<file path="src/rtl/keypad_digit_scanner.sv">
// 4x4 active-low matrix keypad scanner: synchronizes and debounces row returns,
// decodes each fresh single-key press to a hex digit and keeps the last two digits.
module keypad_digit_scanner #(
    parameter int SCAN_TICKS     = 12_000,
    parameter int DEBOUNCE_TICKS = 240_000
) (
    input  logic       clk,
    input  logic       reset,
    input  logic [3:0] rows,
    output logic [3:0] cols,
    output logic [3:0] s0,
    output logic [3:0] s1,
    output logic       key_valid,
    output logic       key_held
);

    localparam int MAX_TICKS = (SCAN_TICKS > DEBOUNCE_TICKS) ? SCAN_TICKS : DEBOUNCE_TICKS;
    localparam int CW        = $clog2(MAX_TICKS);
    localparam logic [CW-1:0] SCAN_LAST = CW'(SCAN_TICKS - 1);
    localparam logic [CW-1:0] DEB_LAST  = CW'(DEBOUNCE_TICKS - 1);

    // Digit table, one nibble per key, indexed by {row, column}.
    localparam logic [63:0] KEY_MAP = 64'hDF0E_C987_B654_A321;

    typedef enum logic [1:0] {
        ST_SCAN,
        ST_DEBOUNCE,
        ST_HELD,
        ST_RELEASE
    } state_t;

    state_t          state_reg;
    logic [3:0]      rows_meta_reg;
    logic [3:0]      rs_reg;
    logic [3:0]      rp_reg;
    logic [1:0]      ci_reg;
    logic [3:0]      cols_reg;
    logic [CW-1:0]   dwell_reg;
    logic [CW-1:0]   deb_reg;
    logic [3:0]      s0_reg;
    logic [3:0]      s1_reg;
    logic            key_valid_reg;
    logic            key_held_reg;

    logic [3:0]      row_low;
    logic            single_key;
    logic [1:0]      row_idx;
    logic [5:0]      key_bit;
    logic [3:0]      key_code;
    logic [1:0]      ci_next;

    function automatic logic [3:0] col_drive(input logic [1:0] c);
        return ~(4'b0001 << c);
    endfunction

    always_comb begin
        row_low    = ~rp_reg;
        single_key = (row_low != 4'h0) && ((row_low & (row_low - 4'h1)) == 4'h0);
        row_idx    = 2'd0;
        for (int i = 3; i >= 0; i--) begin
            if (row_low[i]) begin
                row_idx = 2'(i);
            end
        end
        key_bit  = {row_idx, ci_reg, 2'b00};
        key_code = KEY_MAP[key_bit +: 4];
        ci_next  = ci_reg + 2'd1;
    end

    always_ff @(posedge clk) begin
        if (reset) begin
            state_reg     <= ST_SCAN;
            rows_meta_reg <= 4'hF;
            rs_reg        <= 4'hF;
            rp_reg        <= 4'hF;
            ci_reg        <= 2'd0;
            cols_reg      <= 4'b1110;
            dwell_reg     <= '0;
            deb_reg       <= '0;
            s0_reg        <= 4'h0;
            s1_reg        <= 4'h0;
            key_valid_reg <= 1'b0;
            key_held_reg  <= 1'b0;
        end else begin
            rows_meta_reg <= rows;
            rs_reg        <= rows_meta_reg;
            key_valid_reg <= 1'b0;

            case (state_reg)
                ST_SCAN: begin
                    if (dwell_reg == SCAN_LAST) begin
                        if (rs_reg != 4'hF) begin
                            rp_reg    <= rs_reg;
                            deb_reg   <= '0;
                            state_reg <= ST_DEBOUNCE;
                        end else begin
                            ci_reg    <= ci_next;
                            cols_reg  <= col_drive(ci_next);
                            dwell_reg <= '0;
                        end
                    end else begin
                        dwell_reg <= dwell_reg + CW'(1);
                    end
                end

                ST_DEBOUNCE: begin
                    if (rs_reg != rp_reg) begin
                        // Bounce: give up on this column and move on.
                        state_reg <= ST_SCAN;
                        ci_reg    <= ci_next;
                        cols_reg  <= col_drive(ci_next);
                        dwell_reg <= '0;
                    end else if (deb_reg == DEB_LAST) begin
                        state_reg    <= ST_HELD;
                        key_held_reg <= 1'b1;
                        if (single_key) begin
                            s1_reg        <= s0_reg;
                            s0_reg        <= key_code;
                            key_valid_reg <= 1'b1;
                        end
                    end else begin
                        deb_reg <= deb_reg + CW'(1);
                    end
                end

                ST_HELD: begin
                    if (rs_reg == 4'hF) begin
                        deb_reg   <= '0;
                        state_reg <= ST_RELEASE;
                    end
                end

                ST_RELEASE: begin
                    if (rs_reg != 4'hF) begin
                        state_reg <= ST_HELD;
                    end else if (deb_reg == DEB_LAST) begin
                        state_reg    <= ST_SCAN;
                        key_held_reg <= 1'b0;
                        ci_reg       <= ci_next;
                        cols_reg     <= col_drive(ci_next);
                        dwell_reg    <= '0;
                    end else begin
                        deb_reg <= deb_reg + CW'(1);
                    end
                end

                default: begin
                    state_reg <= ST_SCAN;
                end
            endcase
        end
    end

    assign cols      = cols_reg;
    assign s0        = s0_reg;
    assign s1        = s1_reg;
    assign key_valid = key_valid_reg;
    assign key_held  = key_held_reg;

endmodule

</file>
<file path="config.mk">
export PLATFORM = sky130hd
export DESIGN_NAME = keypad_digit_scanner
export DESIGN_NICKNAME = d
export VERILOG_FILES = /design/src/rtl/keypad_digit_scanner.sv
export SDC_FILE = /design/constraint.sdc
export NUM_CORES = 1
export LEC_CHECK = 0
export CAP_MARGIN = 15
export CORE_MARGIN = 4
export CORE_UTILIZATION = 33
export CTS_BUF_LIST = sky130_fd_sc_hd__clkbuf_4 sky130_fd_sc_hd__clkbuf_8 sky130_fd_sc_hd__clkbuf_16
export DETAILED_ROUTE_END_ITERATION = 12
export DONT_BUFFER_PORTS = 1
export GPL_TIMING_DRIVEN = 1
export HOLD_SLACK_MARGIN = 0.12
export PLACE_DENSITY = 0.59
export SLEW_MARGIN = 5
export SYNTH_ARGS = -nofsm -noshare
export SYNTH_HDL_FRONTEND = slang
export SYNTH_SLANG_ARGS = --single-unit
</file>
<file path="constraint.sdc">
create_clock -name clk -period 4.5 [get_ports clk]
set_input_delay 0 -clock clk [delete_from_list [all_inputs] [get_ports clk]]
set_output_delay 0 -clock clk [all_outputs]
set_load 0.02 [all_outputs]
</file>
Word level (Yosys, flattened, before mapping)

Index checks and enable logic that the tools add are counted.
Widths: inputs -> output; s select.

Output and inout port bits: 14
Input port bits: 6
Word-level logic and storage cells: 101
Register bits: 66

Reduce and logical (&&, ||, !) cells: 14
$add $sub $neg: 4
Shift-type cells: 2
Bitwise gates (word level): 6
Muxes and demuxes: 43
Eq/ne operators: 20

Operators with widths:

| operator                | count |
|---|---|
| $mux 18                 | 11 |
| $pmux 18 s4             | 1 |
| $shiftx 64x7->4 const A | 1 |
| $pmux 18 s3             | 1 |
| $add 18x1->18 const B   | 2 |
| $mux 2                  | 16 |
| $mux 4                  | 5 |
| $reduce_and 5->1        | 4 |
| $eq 18x14->1 const B    | 1 |
| $eq 18x18->1 const B    | 1 |
| $ne 2x2->1 const B      | 9 |
| $pmux 4 s3              | 1 |
| $ne 3x3->1 const B      | 3 |
| $not 4->4               | 2 |
| $pmux 2 s4              | 1 |
| $pmux 2 s3              | 1 |
| $reduce_and 6->1        | 1 |
| $mux 1                  | 5 |
| $and 4x4->4             | 1 |
| $eq 2x2->1 const B      | 2 |
| $eq 4x4->1 const B      | 1 |
| $logic_not 4->1         | 1 |
| $ne 4x4->1              | 1 |
| $ne 4x4->1 const B      | 1 |
| other kinds (14)        | 16 |

Depth between registers and ports, before layout

Word-level depth: 6
Mapped depth: 9

Worst setup path before layout

OpenSTA, ideal clock, no wires.

Kind: flip-flop to flip-flop
From: reg rp_reg[1]
To: reg s0_reg[1] (netlist: s0[1])
Required time: 4384 ps
Library setup time: 116 ps
Setup slack: 2607 ps
Stages on the path, launching flop included: 8
Arrival time: 1776 ps
Cells stage by stage: dfxtp_1 -> buf_4 -> xor2_1 -> nor3_2 -> nand3_2 -> nor4_4 -> o211ai_1 -> o211a_1

Word-level cells in the longest chain between the ends: 6
Elaborated cells on any way between the ends: 12

Ends and longest elaborated chain:

| what                              | RTL line | source |
|---|---|---|
| start, declared                   | 35       | `logic [3:0] rp_reg;` |
| start signal, assigned            | 93       | `rp_reg <= rs_reg;` |
| $not 4->4                         | 57       | `row_low = ~rp_reg;` |
| $sub 4x1->4                       | 58       | `single_key = (row_low != 4'h0) && ((row_low & (row_low - 4'h1)) == 4'h0);` |
| $and 4x4->4                       | 58       |  |
| $logic_not 4->1                   | 58       |  |
| $logic_and 1x1->1                 | 58       |  |
| $reduce_and 4->1 (no source line) | --       |  |
| end signal, assigned              | 118      | `s0_reg <= key_code;` |
| end, declared                     | 40       | `logic [3:0] s0_reg;` |

Parallel ways exist; a longest one is shown, timed or not.
A chain may end at the register's enable or synchronous reset.

Final worst setup path

From: reg deb_reg[2]
To: reg s0_reg[3] (netlist: s0[3])

Word-level cells in the longest chain between the ends: 2

Ends and longest elaborated chain:

| what                              | RTL line | source |
|---|---|---|
| start, declared                   | 39       | `logic [CW-1:0] deb_reg;` |
| start signal, assigned            | 122      | `deb_reg <= deb_reg + CW'(1);` |
| start signal, assigned            | 143      | `deb_reg <= deb_reg + CW'(1);` |
| $eq 18x18->1                      | 113      | `end else if (deb_reg == DEB_LAST) begin` |
| $reduce_and 4->1 (no source line) | --       |  |

Every way passes these cells.

==> flow_summary_export.csv <==
group,metric,value,unit
clocking,ctsResizeCount,0,
power,power,1.17,mW
worst_setup_path,slowest_delay,0.59,ns
worst_setup_path,crit_slowest_cell,"nor4_4",
drt,via_per_inst,5.59,
final_layout,seqCellArea,0.00132,mm^2
yosys,ys.flop_type,"dfxtp_1",
min_path,min_to,"dwell_reg[10]$_SDFFE_PP0P_",
worst_setup_path,crit_chain,"and4_4 > and3_1 > nand4_4 > nor4_4 > nor2_1 > a311oi_1 > dlygate4sd3_1",
worst_setup_path,path_class,"flop to flop",
worst_setup_path,crit_family,"simple AND/OR/NAND/NOR gates",
grt,grt_pass1_vias,2901,
timing,grt_setup_unrepaired,"false",
worst_setup_path,cp_max_fo,10,
outcome,outcome,"completed",
placement,dp_worst_setup_slack,2.00,ns
worst_setup_path,rrSetupSlack,1.69,ns
drt,drt-wirelength-per-cell,14.7,um
floorplan,die_h,110,um
min_path,hp-start,"reset",
grt,grt.overflow.total,0,
timing,finalSetupViolCount,0,
yosys,seq_area_frac_synth,38.5,%
timing,tns,0,ns
yosys,synth_fp_nets,433,
final_layout,nFillCells,1011,
floorplan,std_cell_rows,36,
clocking,cts.sinks,66,
clocking,clkLatencyLatePin,0.34,ns
final_layout,final_nets,433,
grt,grt_max_degree,36,
drt,drc,0,
placement,portBuffers,0,
yosys,synth-seq-cells,66,
power,pwr_density_cell,307,mW/mm^2
yosys,synthTopCellsByArea,"dfxtp_1 38%, o21ai_0 5.4%, nand2_1 4.5%",
grt,grtUsageMet1,19.5,%
worst_setup_path,cp.depth,7,
final_layout,syn2layout_area_growth,11.1,%
timing,max_freq,356,MHz
placement,hpwl,5.66,mm
clocking,cts_tree,"yes",
grt,grt_pass1_wl,14.2,mm
clocking,cts_max_level,3,
timing,slew_headroom,29.2,%
yosys,synth_cell_types,57,
worst_setup_path,critPathBufInv,1,
drt,drt_iter0_drc,219,
drt,drtPass1Iterations,5,
clocking,clk_pin_slew,0.08,ns
grt,grtUsageMet2,23.3,%
clocking,cts_made_buffers,9,
final_layout,final_cell_mix,"66 x dfxtp_1, 41 x nand2_1, 40 x nor2_1",
floorplan,die-area,0.0121,mm^2
min_path,min_path_type,"primary input to flop",
power,p_leak,1.34,nW
final_layout,final_core_util,38.3,%
min_path,min_path_cells,3,
timing,min_period,2.81,ns
drt,final_antenna_net_count,0,
timing,worst_slack,1.69,ns
floorplan,dieWidth,110,um
worst_setup_path,rr_endpoint,"s0[3]$_SDFFE_PP0P_",
yosys,synth_top_area_share,38.5,%
yosys,synth_cells,418,
drt,vias,3109,
worst_setup_path,cp_data_arrival_time,3.10,ns
yosys,synthArstFlopShare,0,%
timing,drv_slew,0,
yosys,yosysWarningCount,0,
worst_setup_path,crit_required,4.79,ns
yosys,synth_area_per_cell,8.22,um^2
floorplan,coreArea,0.00995,mm^2
placement,place_congestion,0.807,
grt,grt_use_total,14.8,%
floorplan,io_pins,20,
final_layout,final_common_cell,"dfxtp_1",
final_layout,diodes,0,
final_layout,drive_gt1_share,9.22,%
worst_setup_path,reg2reg_depth,7,
yosys,synth_edf_count,0,
grt,grt_use_met3,4.02,%
clocking,clk_path_buf_depth,2,
final_layout,multi_input_area,0.00198,mm^2
power,peakVddDrop,164,uV
worst_setup_path,cp-start-kind,"flop",
run,maxCapViolations,0,
yosys,synth_area_leader_cell,"dfxtp_1",
timing,fin_worst_skew,0.0150,ns
grt,busiest_layer,"met2",
worst_setup_path,worstReg2RegStart,"deb_reg[2]$_SDFFE_PP0P_",
grt,antenna_found_initial,0,
timing,worst_pin_slew,1.06,ns
worst_setup_path,cp-end-kind,"flop",
timing,fin_crit_sh,62.4,%
floorplan,initial_core_util,34.5,%
yosys,syn_area,0.00343,mm^2
drt,wl,8.20,mm
clocking,ctsHoldBuffers,7,
clocking,cts-root-buf,"clkbuf_8",
clocking,cts_setup_buffers,0,
timing,final-hold-violation-count,0,
==> where the power goes <==
part / leakage (nW) / total, mW / internal (mW) / switching [mW]
combinational: 0.696 / 0.0381 / 0.0150 / 0.0230
sequential: 0.534 / 0.597 / 0.590 / 0.00674
clock: 0.109 / 0.537 / 0.309 / 0.228
==> synthesized netlist by cell type (5+ instances only) <==
cell type,instances
a31oi_1,14
dfxtp_1,66
a21oi_1,20
nand3_1,20
clkbuf_1,11
nor2_1,40
and2_1,5
mux2i_1,12
nand2_1,41
nor3_1,11
nand4_1,13
and3_1,10
o21ai_0,37
or4_1,5
ha_1,9
inv_1,12
buf_2,5
or2_2,9
o31ai_1,11
==> stage by stage <==
stage	cells	instance area [um^2]	hold slack, ns
CTS	556	3810	0.234
global placement	533	3520	0.0781
global route	556	3810	0.289
floorplan	418	3430	0.104
detailed placement	533	3520	0.0780
finish	556	3810	0.230
==> worst max-delay path by stage <==
| stage | end | slack (ns) | start |
|---|---|---|---|
| 2_1_floorplan | s0[1]$_SDFFE_PP0P_ | 2.61 | rp_reg[1]$_SDFFE_PP1P_ |
| 3_3_place_gp | s0[0]$_SDFFE_PP0P_ | 2.09 | deb_reg[2]$_SDFFE_PP0P_ |
| 3_5_place_dp | dwell_reg[7]$_SDFFE_PP0P_ | 2.00 | dwell_reg[0]$_SDFFE_PP0P_ |
| 4_1_cts | s0[3]$_SDFFE_PP0P_ | 1.69 | deb_reg[2]$_SDFFE_PP0P_ |
| 5_1_grt | s0[3]$_SDFFE_PP0P_ | 1.35 | deb_reg[0]$_SDFFE_PP0P_ |
| 6_report | s0[3]$_SDFFE_PP0P_ | 1.69 | deb_reg[2]$_SDFFE_PP0P_ |
==> layout make-up <==
class | count | area share (%)
clock inverters | 3 | 1.21
well taps | 133 | 4.36
clock buffers | 13 | 4.53
flip-flops and latches | 66 | 34.6
inverters | 12 | 1.18
multi-input cells | 322 | 52.0
repair buffers | 7 | 2.10
==> worst reg2reg max path: cells and delay by family (launching register included) <==
| family | cells | cell delay (ns) |
|---|---|---|
| AND/OR/NAND/NOR | 5 | 1.53 |
| buffers and inverters | 1 | 0.57 |
| flip-flops | 1 | 0.42 |
| AO/OA/AOI/OAI | 1 | 0.24 |
==> layer usage <==
metal	vias to the layer above	wire length (um)
met5	-	0
met4	0	129
met3	13	398
met2	81	3710
met1	1461	3970
li1	1554	-
==> logic make-up (layout without fill, tap and decap cells) <==
group | Yosys count | count (layout) | synth area share (%)
and+or+nand+nor | 180 | 180 | 28.4
AOI/OAI and AO/OA | 115 | 115 | 21.1
DFF | 66 | 66 | 38.5
buffers and inverters | 30 | 35 | 3.79
muxes | 12 | 12 | 3.50
adders and majority gates | 9 | 9 | 3.28
xor gates and xnor gates | 6 | 6 | 1.53
Note: power is estimated with default switching activity, not from simulation.
